===== src/rtl/can_fault_confinement_if.sv =====
// Bundle between the bit-level protocol engine / status register and the CAN
// fault-confinement unit.
//   master: drives the single-cycle event pulses and samples the status.
//   slave : the fault-confinement unit. It samples the events and drives the
//           error-frame request, the error counters and the error state.
interface can_fault_confinement_if #(
  parameter int unsigned CNT_W = 9
);
  // Event pulses from the protocol engine and software.
  logic             err_detect;
  logic             tx_error;
  logic             rx_error;
  logic             rx_error_dom;
  logic             tx_success;
  logic             rx_success;
  logic             recessive_11;
  logic             error_frame_sent;
  logic             restart_req;
  // Status and error-frame request.
  logic             error_frame_req;
  logic             error_frame_passive;
  logic             error_warning;
  logic             error_passive;
  logic             bus_off;
  logic [CNT_W-1:0] tec;
  logic [CNT_W-1:0] rec;
  logic [1:0]       err_state;
  logic             recovery_done;

  modport master (
    output err_detect, tx_error, rx_error, rx_error_dom, tx_success, rx_success,
           recessive_11, error_frame_sent, restart_req,
    input  error_frame_req, error_frame_passive, error_warning, error_passive, bus_off,
           tec, rec, err_state, recovery_done
  );

  modport slave (
    input  err_detect, tx_error, rx_error, rx_error_dom, tx_success, rx_success,
           recessive_11, error_frame_sent, restart_req,
    output error_frame_req, error_frame_passive, error_warning, error_passive, bus_off,
           tec, rec, err_state, recovery_done
  );
endinterface


===== src/rtl/can_fault_confinement.sv =====
// CAN 2.0B fault-confinement unit: TEC/REC error counters, the
// ERROR_ACTIVE / ERROR_PASSIVE / BUS_OFF state machine, bus-off recovery and
// the error-frame request handshake.
// Ports:
//   clk - clock
//   rst - asynchronous, active-high reset
//   bus - slave side of can_fault_confinement_if (event pulses in, status out)
// All status outputs come straight from flops, updated one clk after the pulse.
module can_fault_confinement #(
  parameter int unsigned CNT_W         = 9,
  parameter int unsigned WARN_LIMIT    = 96,
  parameter int unsigned PASSIVE_LIMIT = 128,
  parameter int unsigned BUSOFF_LIMIT  = 256,
  parameter int unsigned REC_RELOAD    = 120,
  parameter int unsigned RECOVERY_CNT  = 128,
  parameter bit          AUTO_RECOVER  = 1'b1
) (
  input logic                  clk,
  input logic                  rst,
  can_fault_confinement_if.slave bus
);

  localparam int unsigned RcvW = $clog2(RECOVERY_CNT + 1);

  localparam logic [CNT_W-1:0] WarnLim   = CNT_W'(WARN_LIMIT);
  localparam logic [CNT_W-1:0] PassLim   = CNT_W'(PASSIVE_LIMIT);
  localparam logic [CNT_W-1:0] BusoffLim = CNT_W'(BUSOFF_LIMIT);
  localparam logic [CNT_W-1:0] RecReload = CNT_W'(REC_RELOAD);
  localparam logic [CNT_W:0]   BusoffWide = (CNT_W + 1)'(BUSOFF_LIMIT);
  localparam logic [RcvW-1:0]  RcvTarget = RcvW'(RECOVERY_CNT);

  typedef enum logic [1:0] {
    StActive  = 2'b00,
    StPassive = 2'b01,
    StBusOff  = 2'b10
  } state_e;

  state_e           state_q, state_d;
  logic [CNT_W-1:0] tec_q, tec_d, rec_q, rec_d;
  logic [RcvW-1:0]  rcv_q, rcv_d;
  logic             armed_q, armed_d;
  logic             latch_q, latch_d;
  logic             req_q;
  logic             flag_q, flag_d;
  logic             done_q, done_d;
  logic             warn_q, warn_d;
  logic [CNT_W:0]   tec_inc, rec_inc;

  always_comb begin
    state_d = state_q;
    tec_d   = tec_q;
    rec_d   = rec_q;
    rcv_d   = rcv_q;
    armed_d = armed_q;
    done_d  = 1'b0;
    // One extra bit so saturation can be detected instead of wrapping.
    tec_inc = {1'b0, tec_q} + (CNT_W + 1)'(8);
    rec_inc = {1'b0, rec_q} + (bus.rx_error_dom ? (CNT_W + 1)'(8) : (CNT_W + 1)'(1));

    if (state_q != StBusOff) begin
      if (bus.tx_error) begin
        tec_d = (tec_inc >= BusoffWide) ? BusoffLim : tec_inc[CNT_W-1:0];
      end else if (bus.tx_success && (tec_q != '0)) begin
        tec_d = tec_q - 1'b1;
      end

      if (bus.rx_error || bus.rx_error_dom) begin
        rec_d = rec_inc[CNT_W] ? '1 : rec_inc[CNT_W-1:0];
      end else if (bus.rx_success) begin
        if (rec_q > CNT_W'(127)) begin
          rec_d = RecReload;
        end else if (rec_q != '0) begin
          rec_d = rec_q - 1'b1;
        end
      end

      // Decide on the counter values that become visible next cycle.
      if (tec_d >= BusoffLim) begin
        state_d = StBusOff;
        armed_d = AUTO_RECOVER;
        rcv_d   = '0;
      end else if ((tec_d >= PassLim) || (rec_d >= PassLim)) begin
        state_d = StPassive;
      end else begin
        state_d = StActive;
      end
    end else begin
      // Counters stay frozen here; only the recovery sequence moves.
      if (bus.restart_req) begin
        armed_d = 1'b1;
      end
      if (armed_q && bus.recessive_11) begin
        if (rcv_q + 1'b1 == RcvTarget) begin
          state_d = StActive;
          tec_d   = '0;
          rec_d   = '0;
          rcv_d   = '0;
          armed_d = AUTO_RECOVER;
          done_d  = 1'b1;
        end else begin
          rcv_d = rcv_q + 1'b1;
        end
      end
    end

    warn_d = ((tec_d >= WarnLim) || (rec_d >= WarnLim)) && (state_d != StBusOff);
  end

  // Error-frame latch: a new detection wins over a same-cycle completion, and
  // bus-off suppresses any request.
  always_comb begin
    latch_d = latch_q;
    if (bus.error_frame_sent) latch_d = 1'b0;
    if (bus.err_detect)       latch_d = 1'b1;
    if ((state_q == StBusOff) || (state_d == StBusOff)) latch_d = 1'b0;

    // Flag type is captured when the latch sets; it drops together with req.
    if (latch_d && !latch_q) begin
      flag_d = (state_q == StPassive);
    end else if (!latch_q) begin
      flag_d = 1'b0;
    end else begin
      flag_d = flag_q;
    end
  end

  always_ff @(posedge clk or posedge rst) begin
    if (rst) begin
      state_q <= StActive;
      tec_q   <= '0;
      rec_q   <= '0;
      rcv_q   <= '0;
      armed_q <= AUTO_RECOVER;
      latch_q <= 1'b0;
      req_q   <= 1'b0;
      flag_q  <= 1'b0;
      done_q  <= 1'b0;
      warn_q  <= 1'b0;
    end else begin
      state_q <= state_d;
      tec_q   <= tec_d;
      rec_q   <= rec_d;
      rcv_q   <= rcv_d;
      armed_q <= armed_d;
      latch_q <= latch_d;
      req_q   <= latch_q;
      flag_q  <= flag_d;
      done_q  <= done_d;
      warn_q  <= warn_d;
    end
  end

  assign bus.error_frame_req     = req_q;
  assign bus.error_frame_passive = flag_q;
  assign bus.error_warning       = warn_q;
  assign bus.error_passive       = (state_q == StPassive);
  assign bus.bus_off             = (state_q == StBusOff);
  assign bus.tec                 = tec_q;
  assign bus.rec                 = rec_q;
  assign bus.err_state           = state_q;
  assign bus.recovery_done       = done_q;

endmodule


===== src/flat_wrapper.sv =====
// flat-port wrapper written by rule: the top's interface ports become plain ports
module can_fault_confinement_flat 
#(
  parameter int unsigned CNT_W         = 9,
  parameter int unsigned WARN_LIMIT    = 96,
  parameter int unsigned PASSIVE_LIMIT = 128,
  parameter int unsigned BUSOFF_LIMIT  = 256,
  parameter int unsigned REC_RELOAD    = 120,
  parameter int unsigned RECOVERY_CNT  = 128,
  parameter bit          AUTO_RECOVER  = 1'b1
)
  (clk, rst, bus_err_detect, bus_tx_error, bus_rx_error, bus_rx_error_dom, bus_tx_success, bus_rx_success, bus_recessive_11, bus_error_frame_sent, bus_restart_req, bus_error_frame_req, bus_error_frame_passive, bus_error_warning, bus_error_passive, bus_bus_off, bus_tec, bus_rec, bus_err_state, bus_recovery_done);
  can_fault_confinement_if #(.CNT_W(CNT_W)) bus_i ();
  input logic clk;
  input logic rst;
  input wire logic [$bits(bus_i.err_detect)-1:0] bus_err_detect;
  input wire logic [$bits(bus_i.tx_error)-1:0] bus_tx_error;
  input wire logic [$bits(bus_i.rx_error)-1:0] bus_rx_error;
  input wire logic [$bits(bus_i.rx_error_dom)-1:0] bus_rx_error_dom;
  input wire logic [$bits(bus_i.tx_success)-1:0] bus_tx_success;
  input wire logic [$bits(bus_i.rx_success)-1:0] bus_rx_success;
  input wire logic [$bits(bus_i.recessive_11)-1:0] bus_recessive_11;
  input wire logic [$bits(bus_i.error_frame_sent)-1:0] bus_error_frame_sent;
  input wire logic [$bits(bus_i.restart_req)-1:0] bus_restart_req;
  output wire logic [$bits(bus_i.error_frame_req)-1:0] bus_error_frame_req;
  output wire logic [$bits(bus_i.error_frame_passive)-1:0] bus_error_frame_passive;
  output wire logic [$bits(bus_i.error_warning)-1:0] bus_error_warning;
  output wire logic [$bits(bus_i.error_passive)-1:0] bus_error_passive;
  output wire logic [$bits(bus_i.bus_off)-1:0] bus_bus_off;
  output wire logic [$bits(bus_i.tec)-1:0] bus_tec;
  output wire logic [$bits(bus_i.rec)-1:0] bus_rec;
  output wire logic [$bits(bus_i.err_state)-1:0] bus_err_state;
  output wire logic [$bits(bus_i.recovery_done)-1:0] bus_recovery_done;
  assign bus_i.err_detect = bus_err_detect;
  assign bus_i.tx_error = bus_tx_error;
  assign bus_i.rx_error = bus_rx_error;
  assign bus_i.rx_error_dom = bus_rx_error_dom;
  assign bus_i.tx_success = bus_tx_success;
  assign bus_i.rx_success = bus_rx_success;
  assign bus_i.recessive_11 = bus_recessive_11;
  assign bus_i.error_frame_sent = bus_error_frame_sent;
  assign bus_i.restart_req = bus_restart_req;
  assign bus_error_frame_req = bus_i.error_frame_req;
  assign bus_error_frame_passive = bus_i.error_frame_passive;
  assign bus_error_warning = bus_i.error_warning;
  assign bus_error_passive = bus_i.error_passive;
  assign bus_bus_off = bus_i.bus_off;
  assign bus_tec = bus_i.tec;
  assign bus_rec = bus_i.rec;
  assign bus_err_state = bus_i.err_state;
  assign bus_recovery_done = bus_i.recovery_done;
  can_fault_confinement #(.CNT_W(CNT_W), .WARN_LIMIT(WARN_LIMIT), .PASSIVE_LIMIT(PASSIVE_LIMIT), .BUSOFF_LIMIT(BUSOFF_LIMIT), .REC_RELOAD(REC_RELOAD), .RECOVERY_CNT(RECOVERY_CNT), .AUTO_RECOVER(AUTO_RECOVER)) u_core (.clk(clk), .rst(rst), .bus(bus_i));
endmodule

===== config.mk =====
export PLATFORM = sky130hd
export DESIGN_NAME = can_fault_confinement_flat
export DESIGN_NICKNAME = d
export VERILOG_FILES = /design/src/rtl/can_fault_confinement_if.sv /design/src/rtl/can_fault_confinement.sv /design/src/flat_wrapper.sv
export SDC_FILE = /design/constraint.sdc
export NUM_CORES = 1
export LEC_CHECK = 0
export ABC_AREA = 1
export BUFFER_PORTS_ARGS = -buffer_cell sky130_fd_sc_hd__clkbuf_2
export CAP_MARGIN = 10
export CELL_PAD_IN_SITES_DETAIL_PLACEMENT = 2
export CELL_PAD_IN_SITES_GLOBAL_PLACEMENT = 2
export CORE_UTILIZATION = 35
export DETAILED_ROUTE_END_ITERATION = 6
export GPL_TIMING_DRIVEN = 0
export PLACE_DENSITY_LB_ADDON = 0.1
export SETUP_SLACK_MARGIN = 0.2
export SYNTH_ARGS = -nofsm -noshare
export SYNTH_HDL_FRONTEND = slang
export SYNTH_SLANG_ARGS = --single-unit
export TNS_END_PERCENT = 50

===== constraint.sdc =====
create_clock -name clk -period 3.34 [get_ports clk]
set_clock_uncertainty 0.2 [all_clocks]
set_input_delay 0 -clock clk [delete_from_list [all_inputs] [get_ports clk]]
set_output_delay 0 -clock clk [all_outputs]
set_load 0.01 [all_outputs]

## Word-level counts from Yosys, hierarchy flattened

Index checks and enable logic that the tools add are counted.

- Add/sub/neg operators: 5
- Magnitude comparators: 7
- Equality and inequality tests: 8
- Mux-type cells: 39
- Reductions and logical operators: 13

Operators with widths:

| cell | number |
|---|---|
| 9-bit 2-to-1 mux | 16 |
| 8-bit 2-to-1 mux | 4 |
| 9-bit by 7-bit greater-or-equal comparator with 1-bit output, second input constant | 2 |
| 9-bit by 8-bit greater-or-equal comparator with 1-bit output, second input constant | 2 |
| 9-bit nonzero test | 2 |
| 9-bit by 1-bit subtractor with 9-bit output, second input constant | 2 |
| 1-bit 2-to-1 mux | 14 |
| 9-bit by 10-bit adder with 10-bit output | 1 |
| 9-bit by 4-bit adder with 10-bit output, second input constant | 1 |
| 10-bit by 9-bit greater-or-equal comparator with 1-bit output, second input constant | 1 |
| 9-bit greater-or-equal comparator, second input constant | 1 |
| 9-bit by 7-bit greater-than comparator with 1-bit output, second input constant | 1 |
| 8-bit by 1-bit adder with 8-bit output, second input constant | 1 |
| 8-bit == test, second input constant | 1 |
| 2-bit 2-to-1 mux | 4 |
| 2-bit != test, second input constant | 4 |
| 2-bit == test, second input constant | 2 |
| 1-bit logical AND | 4 |
| 1-bit logical OR | 4 |
| 4-bit 2-to-1 mux | 1 |
| 2-bit by 1-bit == test with 1-bit output, second input constant | 1 |
| 2-bit AND reduction | 1 |
| 2-bit nonzero test | 1 |
| 1-bit zero test | 1 |

- Bits in registers: 34
- Input port bits: 11
- Output and inout bits: 26
- Logic and storage cells: 82

## Logic depth before layout (Yosys ltp)

Gate-level depths: netlist of run 1.

- Depth in word-level cells: 16
- Depth in mapped cells: 18
- Mapped depth without buffers: 18

## Least setup slack after synthesis of run 1

OpenSTA, ideal clock, no wires.

- Path type: reg-to-reg
- From: reg u_core.rec_q[0], in the netlist u_core.bus.rec[0]
- To: reg u_core.warn_q, in the netlist u_core.bus.error_warning
- Library setup time: 0.122 ns
- Arrival time: 1.733 ns
- Data required time: 3.018 ns
- Setup slack: 1.285 ns
- Stages on the path, launching flop included: 14
- Buffers on the path: 0
- Clock period less this slack: 2.055 ns
- Cells stage by stage: dfrtp_1 > ha_1 > ha_1 > nand3_1 > nand2_1 > nand2_1 > xor2_1 > nand2_1 > nand3_1 > nand2_1 > inv_2 > nand3_1 > nor2_1 > a21oi_1

- Elaborated cells between the ends (all ways): 22
- Classes of those cells: 2 x add/sub; 3 x order compare; 1 x eq/ne; 12 x mux; 4 x reduce/logical

RTL lines:

| item | RTL line | RTL |
|---|---|---|
| start: declaration | can_fault_confinement.sv:39 | `logic [CNT_W-1:0] tec_q, tec_d, rec_q, rec_d;` |
| start signal: assignment | can_fault_confinement.sv:142 | `rec_q <= rec_d;` |
| 9-bit by 1-bit subtractor with 9-bit output or 9-bit nonzero test (tied branches) | can_fault_confinement.sv:73, can_fault_confinement.sv:72 |  |
| 9-bit 2-to-1 mux | can_fault_confinement.sv:72 | `end else if (rec_q != '0) begin` |
| 9-bit 2-to-1 mux | can_fault_confinement.sv:70 | `if (rec_q > CNT_W'(127)) begin` |
| 9-bit 2-to-1 mux | can_fault_confinement.sv:69 | `end else if (bus.rx_success) begin` |
| 9-bit 2-to-1 mux * | can_fault_confinement.sv:67 | `if (bus.rx_error \|\| bus.rx_error_dom) begin` |
| 9-bit 2-to-1 mux * (2 in series) | can_fault_confinement.sv:60 | `if (state_q != StBusOff) begin` |
| named net u_core.rec_d[8] | can_fault_confinement.sv:39 |  |
| 9-bit by 7-bit greater-or-equal comparator with 1-bit output * | can_fault_confinement.sv:106 | `warn_d = ((tec_d >= WarnLim) \|\| (rec_d >= WarnLim)) && (state_d != StBusOff);` |
| 1-bit logical OR * | can_fault_confinement.sv:106 |  |
| 1-bit logical AND * | can_fault_confinement.sv:106 |  |
| named net u_core.warn_d | can_fault_confinement.sv:46 | `logic warn_q, warn_d;` |
| end signal: assignment | can_fault_confinement.sv:149 | `warn_q <= warn_d;` |
| end: declaration | can_fault_confinement.sv:46 |  |

The timed path passes the listed nets; every way through them passes the cells marked *. The select of a mux whose other input is x is not followed.
A chain may end at the register's enable or synchronous reset.

## Worst setup path in the final report of run 1

- From: reg u_core.rcv_q[0]
- To: reg u_core.rec_q[0], in the netlist u_core.bus.rec[0]

- Cells in the longest elaborated chain, start to end: 5

Ends and longest elaborated chain:

| item | RTL line | RTL |
|---|---|---|
| start: declaration | can_fault_confinement.sv:40 | `logic [RcvW-1:0] rcv_q, rcv_d;` |
| start signal: assignment | can_fault_confinement.sv:143 | `rcv_q <= rcv_d;` |
| 8-bit by 1-bit adder with 8-bit output | can_fault_confinement.sv:93 | `if (rcv_q + 1'b1 == RcvTarget) begin` |
| 8-bit == test | can_fault_confinement.sv:93 |  |
| 9-bit 2-to-1 mux | can_fault_confinement.sv:93 |  |
| 9-bit 2-to-1 mux | can_fault_confinement.sv:92 | `if (armed_q && bus.recessive_11) begin` |
| 9-bit 2-to-1 mux | can_fault_confinement.sv:60 |  |
| named net u_core.rec_d[0] | can_fault_confinement.sv:39 |  |

The timed path passes the listed nets, and every way through them passes these cells.

==> results of run 1 <==
sequential cells by signal (all words and copies together) (netlist names):
name                            cells
u_core.latch_q                      1
u_core.bus.recovery_done            1
u_core.rcv_q                        8
u_core.bus.error_frame_req          1
u_core.bus.error_warning            1
u_core.armed_q                      1
u_core.bus.err_state                2
u_core.bus.rec                      9
u_core.bus.tec                      9
u_core.bus.error_frame_passive      1
per-stage QoR:
stage	power [mW]	utilization (%)	instance area [um^2]	hold WS, ns	setup slack [ns]
after floorplan	1.74	-	2630	-0.0745	1.28
after global placement	2.15	40.5	2940	0.0164	1.00
after detailed placement	2.24	40.5	2940	-0.0363	0.952
after CTS	2.77	43.6	3160	0.0653	0.494
after global routing	2.98	43.6	3160	0.132	0.292
final	2.73	43.6	3160	0.0680	0.496
logic make-up (layout without fill, tap and decap cells):
family / count (synthesis) / in the layout
compound gates: 45 / 45
xor+xnor: 16 / 16
fa+ha+maj: 12 / 12
buf+inv: 62 / 115
flops: 34 / 34
mux: 1 / 1
simple gates: 208 / 208
how the worst min path moves through the flow:
stage	startpoint	depth (start not counted)	endpoint
4_1_cts	bus_tx_success	8	u_core.bus.tec[6]$_DFF_PP0_
5_1_grt	bus_rx_success	5	u_core.bus.rec[8]$_DFF_PP0_
3_3_place_gp	bus_restart_req	3	u_core.armed_q$_DFFE_PP1P_
6_report	bus_tx_success	8	u_core.bus.tec[6]$_DFF_PP0_
3_5_place_dp	rst	2	u_core.rcv_q[6]$_DFFE_PP0P_
2_1_floorplan	bus_restart_req	2	u_core.armed_q$_DFFE_PP1P_
Yosys cell counts (3+ instances only):
library cell | number | area [um^2]
inv_2 | 8 | 30.0
nand2_2 | 7 | 43.8
nor2_1 | 39 | 146
ha_1 | 12 | 150
xor2_1 | 16 | 140
dfrtp_1 | 33 | 826
nand4_1 | 5 | 31.3
o22ai_1 | 12 | 75.1
nand2_1 | 101 | 379
nor2_4 | 3 | 33.8
buf_2 | 3 | 15.0
nand3_1 | 36 | 180
o21ai_1 | 3 | 15.0
clkbuf_1 | 3 | 11.3
o21ai_0 | 12 | 60.1
inv_1 | 44 | 165
nand2_4 | 4 | 45.0
nor2_2 | 6 | 37.5
a21oi_1 | 10 | 50.1
power breakdown:
group          total (mW)  switching (mW)  internal, mW
combinational        1.46           0.918         0.541
sequential          0.795           0.225         0.570
clock               0.481           0.181         0.299
cell type report:
| cell class | count | area (um^2) |
|---|---|---|
| Buffer | 8 | 48.8 |
| Clock inverter | 3 | 68.8 |
| Clock buffer | 5 | 68.8 |
| Multi-Input combinational cell | 282 | 1530 |
| Tap cell | 99 | 124 |
| Inverter | 54 | 205 |
| Fill cell | 936 | 4090 |
| Sequential cell | 34 | 852 |
| Timing Repair Buffer | 45 | 270 |
per-layer routing:
| metal | vias up | part of all wire, % |
|---|---|---|
| met5 | - | 0 |
| li1 | 1319 | - |
| met4 | 0 | 0.82 |
| met1 | 1326 | 47 |
| met2 | 33 | 50 |
| met3 | 6 | 2.0 |
worst reg2reg max path, stage by stage (launching register included):
cell	delay [ns]
dfrtp_1	0.42
ha_1	0.21
nand2_2	0.10
nor2_2	0.18
inv_2	0.05
nand2_1	0.11
nand2_1	0.08
nor2_2	0.18
nand3_4	0.17
nand2_1	0.13
buf_2	0.26
o22ai_1	0.10
dlygate4sd3_1	0.55
what timing repair did:
item,CTS,global route
hold buffers,9,0
setup buffers,0,0
endpoints found under the hold margin,46,0
==> metrics, run 1 <==
status=completed; GR Util All Layers=24.5%; Setup crit end kind=flip-flop; num rows=31; DR iter-0 viols=76; n_diodes=0; vias in the first global route=2,846; core region area=7250 um^2; nets@finish=453; CP endpoint=u_core.bus.rec[0]$_DFF_PP0_; worst hold path class=in -> reg; setup TNS=0 ns; Routed WL=8.83 mm; post-synthesis xor/xnor area fraction=5.32%; Worst EP arrival=2.83 ns; Worst R2R Path Depth=12; EDFF count, synth=0; Slew Limit Headroom=50.5%; initial antenna violation count=0; grt total ovfl=0; Mapped Cells=378; CP bufs+invs=3; CTS clk-pin slew, worst paths=0.08 ns; Final Wtd Congestion=0.782; Finished Layout Cells=530; f_max=352 MHz; CTS H-tree depth=2; max incr delay on CP=0.55 ns; GR Layer Usage met3=3.08%; share of layout cells above drive strength 1=19.7%; Area Overhead vs Synth=20.2%; Yosys reg bits=34; via count=2,684; placed cell count=513; CP max FO=10; adder-cell share of the synthesized area=5.70%; # DRC=0; commonest non-fill, non-tap cell in the layout=nand2_1; HPWL after detailed placement=6.74 mm; I/O Pins=37; Wirelength per Cell=16.7 um; r2r startpoint=u_core.rcv_q[0]$_DFFE_PP0P_; post-cts repair resize count=0; Final period util=85.1%; Synth Flop Type=dfrtp_1; Port-buffer cells=36; Synth async-reset ratio=100%; leakage power figure=1.60 nW; Syn Nets=401; mux cell area share after synthesis=0.428%; YS warnings=0; CP Cell Sequence=ha_1, nand2_2, nor2_2, inv_2, nand2_1, nand2_1, nor2_2, nand3_4, nand2_1, buf_2, o22ai_1, dlygate4sd3_1; final hold vios=0; Synth Area in Simple Gates=36.3%; Mapped Area=2630 um^2; first-pass iteration count of the detailed router=4; Reg2Reg Setup Slack=0.50 ns; largest net degree at the start of global routing=35; Post-DRT Antenna Nets=0; Crit path depth=12; RSZ-0062 raised after global routing=no; CP startpoint=u_core.rcv_q[0]$_DFFE_PP0P_; Period minus WS final=2.84 ns; CP max-delay cell=dlygate4sd3_1; worst skew pair latency=0.30 ns; clock root cell=clkbuf_8; first-pass GRT wire length=14.5 mm; CTS max path bufs=2; commonest cells after routing, fill and taps aside=nand2_1 (101), inv_1 (43), nor2_1 (39), nand3_1 (36), clkbuf_2 (36); met2 Use GR=43.1%; busiest grt layer=met2; proportion of synthesized chip area in sequential cells=32.4%; maximum vdd ir drop=328 uV; CTS tree=built; Critical Path Start Type=flip-flop; Avg Cell Area, Syn=6.96 um^2; Critical R2R Capture=u_core.bus.rec[0]$_DFF_PP0_; clock buffer count from CTS=5; library cells used by synthesis=35; Clock Sinks=34; global routing met1 resource utilization=31.9%; critical path type=reg -> reg; CP delay by family, top=simple AND/OR/NAND/NOR gates; Power Density=864 nW/um^2; Die X=88.7 um; worst slew pin tran=0.742 ns; Compound-Gate Fraction of Synth Area=10.2%; setup violators final=0; main combinational cell family by area after synthesis=simple AND/OR/NAND/NOR gates; Crit path top cell by count=nand2_1; die height=88.7 um; max_cap viols=0; vias per std cell=5.06; Starting Density=36.3%; Max Slew Vio Count=0; Die ar.=7870 um^2; worst endpoint required time=3.33 ns
Power figures use the tool's default switching activity.
==> inputs of run 2 (changes only) <==
- BUFFER_PORTS_ARGS: -buffer_cell sky130_fd_sc_hd__clkbuf_2 -> -buffer_cell sky130_fd_sc_hd__buf_2
- CORE_UTILIZATION: 35 -> 32
- SETUP_SLACK_MARGIN: 0.2 -> 0.4
- clock period: 3.34 -> 2.9 ns (I/O delays scaled with it)
==> run 2 against run 1 <==
Compared with the run above: setup slack improved by 0.11 ns; critical path depth rose by 1; via count shrank 1.2%; first-iteration DRC count decreased by 39%; final area up 0.95%; clock-buffer cell count up 2; clock power shrank 2%; critical endpoint is now u_core.bus.error_warning$_DFF_PP0_; largest cell class unchanged; largest power group unchanged.
==> metrics, run 2 (synthesized netlist as in run 1, its figures left out) <==
status=completed (unchanged); Area Overhead vs Synth=21.3% (was 20.2%); CP max-delay cell=dfrtp_2 (was dlygate4sd3_1); commonest non-fill, non-tap cell in the layout=nand2_1 (unchanged); CTS max path bufs=2 (unchanged); n_diodes=0 (unchanged); Worst EP arrival=2.28 ns (was 2.83 ns); max incr delay on CP=0.46 ns (was 0.55 ns); first-pass GRT wire length=14.7 mm (was 14.5 mm); Crit path top cell by count=nand2_1 (unchanged); worst skew pair latency=0.29 ns (was 0.30 ns); f_max=436 MHz (was 352 MHz); nets@finish=454 (was 453); worst slew pin tran=0.606 ns (was 0.742 ns); CTS tree=built (unchanged); Max Slew Vio Count=0 (unchanged); RSZ-0062 raised after global routing=yes (was no); Slew Limit Headroom=59.5% (was 50.5%); share of layout cells above drive strength 1=21.1% (was 19.7%); Clock Sinks=34 (unchanged); leakage power figure=1.60 nW (about the same); Critical Path Start Type=flip-flop (unchanged); I/O Pins=37 (unchanged); core region area=7850 um^2 (was 7250 um^2); clock root cell=clkbuf_8 (unchanged); final core utilization=40.7% (was 43.6%); # fillers=953 (was 936); # DRC=0 (unchanged); setup violators final=0 (unchanged); DR iter-0 viols=46 (was 76); vias in the first global route=2,974 (was 2,846); via count=2,651 (was 2,684); CTS clk-pin slew, worst paths=0.08 ns (about the same); CP Cell Sequence=ha_1, ha_1, nand3_1, nand2_1, nand2_1, xor2_1, nand2_1, nand3_1, nand2_1, inv_2, nand3_1, nor2_1, a21oi_1 (was ha_1, nand2_2, nor2_2, inv_2, nand2_1, nand2_1, nor2_2, nand3_4, nand2_1, buf_2, o22ai_1, dlygate4sd3_1); Sequential Area=856 um^2 (was 852 um^2); CTS H-tree depth=2 (unchanged); num rows=32 (was 31); CP max FO=7 (was 10); Finished Layout Cells=534 (was 530); Post-DRT Antenna Nets=0 (unchanged); Port-buffer cells=36 (unchanged); area of the multi-input gates=1550 um^2 (was 1530 um^2); Final period util=79.1% (was 85.1%); GR Util All Layers=21.9% (was 24.5%); Final Wtd Congestion=0.776 (was 0.782); Die X=92.7 um (was 88.7 um); Power Density=960 nW/um^2 (was 864 nW/um^2); Die ar.=8590 um^2 (was 7870 um^2); largest net degree at the start of global routing=23 (was 35); initial antenna violation count=0 (unchanged); Wirelength per Cell=16.3 um (was 16.7 um); die height=92.7 um (was 88.7 um); Starting Density=33.5% (was 36.3%); worst endpoint required time=2.88 ns (was 3.33 ns); clock buffer count from CTS=5 (unchanged); Period minus WS final=2.30 ns (was 2.84 ns); Setup crit end kind=flip-flop (unchanged); first-pass iteration count of the detailed router=4 (unchanged); max_cap viols=0 (unchanged); final hold vios=0 (unchanged); power after layout=3.07 mW (was 2.73 mW); placed cell count=517 (was 513); grt total ovfl=0 (unchanged); critical path type=reg -> reg (unchanged); HPWL after detailed placement=6.73 mm (was 6.74 mm); Routed WL=8.69 mm (was 8.83 mm); maximum vdd ir drop=333 uV (was 328 uV); commonest cells after routing, fill and taps aside=nand2_1 (101), inv_1 (44), buf_2 (39), nor2_1 (38), nand3_1 (36) (was nand2_1 (101), inv_1 (43), nor2_1 (39), nand3_1 (36), clkbuf_2 (36)); vias per std cell=4.96 (was 5.06); setup TNS=0 ns (unchanged); worst hold path class=in -> reg (unchanged)
-- run 2: worst paths after layout --
path / from / endpoint / slack, ns / depth (start not counted)
max: u_core.bus.rec[0]$_DFF_PP0_ / u_core.bus.error_warning$_DFF_PP0_ / 0.60 / 13
min: bus_tx_success / u_core.bus.tec[6]$_DFF_PP0_ / 0.11 / 8
max reg2reg: u_core.bus.rec[0]$_DFF_PP0_ / u_core.bus.error_warning$_DFF_PP0_ / 0.60 / 13
min reg2reg: u_core.latch_q$_DFF_PP0_ / u_core.bus.error_frame_req$_DFF_PP0_ / 0.23 / 0
max in group asynchronous: rst / u_core.armed_q$_DFFE_PP1P_ / 1.77 / 4
min in group asynchronous: rst / u_core.bus.rec[0]$_DFF_PP0_ / 0.12 / 3
-- run 2: routing by layer --
| layer | global-route usage [%] | up-vias | share of wire (%) | wire (um) |
|---|---|---|---|---|
| met1 | 28.3 | 1293 | 49 | 4240 |
| met3 | 2.96 | 9 | 1.9 | 168 |
| li1 | - | 1319 | - | - |
| met4 | 4.49 | 0 | 0.94 | 82 |
| met2 | 38.6 | 30 | 48 | 4200 |
| met5 | 0 | - | 0 | 0 |
-- run 2: report_power, final --
| part | switching, mW | internal [mW] |
|---|---|---|
| Combinational | 1.05 | 0.627 |
| Clock | 0.192 | 0.281 |
| Sequential | 0.256 | 0.661 |
| Total | 1.50 | 1.57 |
-- run 2: stage by stage --
step	hold WS (ns)	instance area (um^2)	worst slack (ns)
2_1_floorplan	-0.0745	2630	0.845
6_report	0.108	3190	0.605
3_3_place_gp	0.0223	2940	0.560
3_5_place_dp	-0.0987	2970	0.516
4_1_cts	0.109	3160	0.458
5_1_grt	0.163	3190	0.399
-- run 2: area by class of cell --
| type | instances | area share [%] |
|---|---|---|
| plain buffers | 8 | 1.53 |
| clock buffers | 7 | 2.70 |
| clock inverters | 1 | 0.940 |
| inverters | 54 | 6.42 |
| multi-input cells | 282 | 48.4 |
| flip-flops and latches | 34 | 26.8 |
| well taps | 102 | 4.00 |
| repair buffers | 46 | 9.24 |
-- run 2: repair_timing --
action / in CTS / in global routing
resized for setup: 0 / 6
setup buffers: 0 / 1
endpoints found under the setup margin: 0 / 3
hold buffers: 8 / 0
hold endpoints to repair: 46 / 0
-- run 2: critical path, delay by kind of cell (launching register included) --
kind,cells,cell delay [ns]
AND/OR/NAND/NOR,8,0.75
flip-flops,1,0.46
AO/OA/AOI/OAI,1,0.06
adder cells (fa/ha/maj),2,0.51
buffers and inverters,1,0.06
XOR/XNOR,1,0.15
==> inputs of run 3 (changes only) <==
- ABC_AREA: 1 -> 0
- CORE_UTILIZATION: 32 -> 34
- clock period: 2.9 -> 2.3 ns (I/O delays scaled with it)
==> run 3 against run 2 <==
Compared with the run above: the flow now finishes with violations (setup timing); via count up 20%; largest power group is now sequential cells; core utilization is 14 points higher; critical path type unchanged; register-to-register slack lost 1.0 ns; critical path depth shrank 3; total power down 41%; final area is 19% higher; non-clock buffer count up 40; cell count fell by 8.8%; die area shrank 10%; first-iteration DRC count rose to 4.1 times the previous value.
==> metrics, run 3 <==
largest net degree at the start of global routing=35 (was 23); n_diodes=0 (unchanged); CTS max path bufs=2 (unchanged); max incr delay on CP=0.43 ns (was 0.46 ns); # DRC=0 (unchanged); DR iter-0 viols=190 (was 46); CTS H-tree depth=2 (unchanged); setup violators final=31 (was 0); Finished Layout Cells=487 (was 534); CP max-delay cell=dfrtp_1 (was dfrtp_2); worst skew pair latency=0.32 ns (was 0.29 ns); Critical Path Start Type=flip-flop (unchanged); library cells used by synthesis=59 (was 35); power after layout=1.80 mW (was 3.07 mW); f_max=368 MHz (was 436 MHz); I/O Pins=37 (unchanged); CP max FO=6 (was 7); Avg Cell Area, Syn=8.20 um^2 (was 6.96 um^2); Post-DP Area=2920 um^2 (was 2970 um^2); Crit path depth=10 (was 13); Mapped Area=2510 um^2 (was 2630 um^2); Die X=87.9 um (was 92.7 um); HPWL after detailed placement=6.32 mm (was 6.73 mm); placed cell count=438 (was 517); worst hold path class=in -> reg (unchanged); NetSw=614 uW (was 1.50 mW); Synth Flop Type=dfrtp_1 (unchanged); CP Cell Sequence=buf_4, a2111oi_4, a21oi_1, a211o_1, o21a_1, buf_6, buf_4, a31o_1, o2111ai_2, a31oi_2 (was ha_1, ha_1, nand3_1, nand2_1, nand2_1, xor2_1, nand2_1, nand3_1, nand2_1, inv_2, nand3_1, nor2_1, a21oi_1); Net Sw Frac=34.2% (was 48.9%); Port-buffer cells=36 (unchanged); worst hold slack=0.0856 ns (was 0.108 ns); final core utilization=54.6% (was 40.7%); cell internal pwr=1.18 mW (was 1.57 mW); share of layout cells above drive strength 1=43.7% (was 21.1%); Max Slew Vio Count=0 (unchanged); post-synth top area share=32.9% (was 31.4%); Yosys reg bits=34 (unchanged); commonest non-fill, non-tap cell in the layout=buf_2 (was nand2_1); first-pass GRT wire length=19.4 mm (was 14.7 mm); CP delay by family, top=compound AO/OA/AOI/OAI gates (was simple AND/OR/NAND/NOR gates); largest area contributor in the netlist=dfrtp_1 (unchanged); Mapped Cells=306 (was 378); Syn Nets=329 (was 401); Final Wtd Congestion=0.781 (was 0.776); die height=87.9 um (was 92.7 um); clock buffer count from CTS=5 (unchanged); CTS tree=built (unchanged); Wirelength per Cell=30.6 um (was 16.3 um); Synth async-reset ratio=100% (unchanged); CP bufs+invs=3 (was 1); RSZ-0062 raised after global routing=yes (unchanged); clock root cell=clkbuf_8 (unchanged); commonest cells after routing, fill and taps aside=buf_2 (38), buf_4 (33), nand2_1 (26), dfrtp_1 (23), nor2_1 (18) (was nand2_1 (101), inv_1 (44), buf_2 (39), nor2_1 (38), nand3_1 (36)); proportion of synthesized chip area in sequential cells=33.9% (was 32.4%); nets@finish=413 (was 454); Placement Setup Slack=-0.629 ns (was 0.516 ns); core region area=6940 um^2 (was 7850 um^2); vias per std cell=6.52 (was 4.96); Starting Density=36.1% (was 33.5%); vias in the first global route=3,283 (was 2,974); worst endpoint required time=2.28 ns (was 2.88 ns); Hold Path Depth=4 (was 8); max_cap viols=0 (unchanged); final hold vios=0 (unchanged); Final Instance Area=3790 um^2 (was 3190 um^2); Post-DRT Antenna Nets=0 (unchanged); maximum vdd ir drop=521 uV (was 333 uV); YS warnings=0 (unchanged); first-pass iteration count of the detailed router=5 (was 4); via count=3,173 (was 2,651); Clock Sinks=34 (unchanged); critical path type=reg -> reg (unchanged); synth top area cells=dfrtp_1 (33%), ha_1 (6.0%), o21ai_1 (4.8%), nand2_1 (4.3%), nor2_1 (3.1%) (was dfrtp_1 (31%), nand2_1 (14%), nand3_1 (6.8%), inv_1 (6.3%), ha_1 (5.7%)); Gate power share=26.8% (was 54.7%); Clock power frac=35.5% (was 15.4%); Area Overhead vs Synth=50.9% (was 21.3%); Setup crit end kind=flip-flop (unchanged); most frequent cell after synthesis=dfrtp_1 (was nand2_1); initial antenna violation count=0 (unchanged); Worst R2R Path Depth=10 (was 13); most frequent cells after synthesis=dfrtp_1 (33), nand2_1 (29), o21ai_1 (24) (was nand2_1 (101), inv_1 (44), nor2_1 (39)); Die ar.=7730 um^2 (was 8590 um^2); Routed WL=14.9 mm (was 8.69 mm); Worst EP arrival=2.70 ns (was 2.28 ns); leakage power figure=1.62 nW (was 1.60 nW); sequential share of power=37.7% (was 29.9%); status=complete, but fails checks (was completed); Period minus WS final=2.72 ns (was 2.30 ns); Power Density=474 nW/um^2 (was 960 nW/um^2); Crit path top cell by count=buf_4 (was nand2_1); EDFF count, synth=0 (unchanged); grt total ovfl=0 (unchanged); GR Util All Layers=34.0% (was 21.9%); Final WS setup=-0.419 ns (was 0.605 ns); worst slew pin tran=0.825 ns (was 0.606 ns); violated checks=setup timing; Slew Limit Headroom=44.9% (was 59.5%); num rows=30 (was 32); setup TNS=-7.05 ns (was 0 ns); Final period util=118% (was 79.1%); CTS clk-pin slew, worst paths=0.08 ns (about the same)
-- run 3: cell count changes after synthesis, moves of 11 or more --
cell,delta
nand2_1,-72
nor2_1,-18
o21ai_1,+21
xor2_1,-14
o22ai_1,-11
nand3_1,-23
inv_1,-26
-- run 3: cell families (layout without fill, tap and decap cells) --
logic type,count (synthesis),count (layout),share of synthesized area [%]
adder cells (fa/ha/maj),12,12,5.98
XOR/XNOR,6,6,2.09
AO/OA/AOI/OAI,99,99,26.8
multiplexers,2,2,0.798
buffers and inverters,36,121,6.13
AND/OR/NAND/NOR,117,117,24.2
flip-flops,34,34,33.9
-- run 3: worst paths after layout --
path | startpoint | end | slack (ns)
max reg2reg | u_core.rcv_q[3]$_DFFE_PP0P_ | u_core.bus.error_warning$_DFF_PP0_ | -0.42
max in group asynchronous | rst | u_core.bus.rec[2]$_DFF_PP0_ | 1.12
max | u_core.rcv_q[3]$_DFFE_PP0P_ | u_core.bus.error_warning$_DFF_PP0_ | -0.42
min | bus_rx_success | u_core.bus.rec[3]$_DFF_PP0_ | 0.09
min reg2reg | u_core.latch_q$_DFF_PP0_ | u_core.bus.error_frame_req$_DFF_PP0_ | 0.33
min in group asynchronous | rst | u_core.bus.tec[5]$_DFF_PP0_ | 0.21
-- run 3: metal layers --
metal | GRT usage (%) | part of all wire (%) | wire length [um] | vias up
met5 | 0 | 0 | 0 | -
met4 | 8.49 | 4.0 | 602 | 0
met3 | 5.09 | 6.2 | 928 | 58
met2 | 62.2 | 49 | 7360 | 174
met1 | 41.7 | 40 | 5990 | 1626
li1 | - | - | - | 1315
-- run 3: power by group through the flow --
stage                     registers, mW  logic, mW  clock network (mW)
final                             0.678      0.481               0.637
after global routing              0.679      0.501               0.661
after CTS                         0.667      0.392               0.612
after detailed placement          0.688      0.253                   0
after global placement            0.685      0.243                   0
after floorplan                   0.678      0.180                   0
-- run 3: cell type report --
class	count	area [um^2]
well taps	96	120
fillers	701	3160
multi-input cells	236	1970
flip-flops and latches	34	865
inverters	19	76.3
repair buffers	77	513
clock inverters	1	30.0
clock buffers	7	86.3
plain buffers	17	125
-- run 3: worst reg2reg max path, delay by kind of cell (launching register included) --
kind	cells	cell delay [ns]
buffers and inverters	3	0.46
AOI/OAI and AO/OA	7	1.49
DFF	1	0.43
-- run 3: repair_timing --
item	4_1_cts	5_1_grt
pin swaps	18	20
gates resized for setup	49	47
hold buffers	6	0
gates cloned	1	0
endpoints found under the hold margin	39	0
setup buffers	28	6
endpoints found under the setup margin	33	34
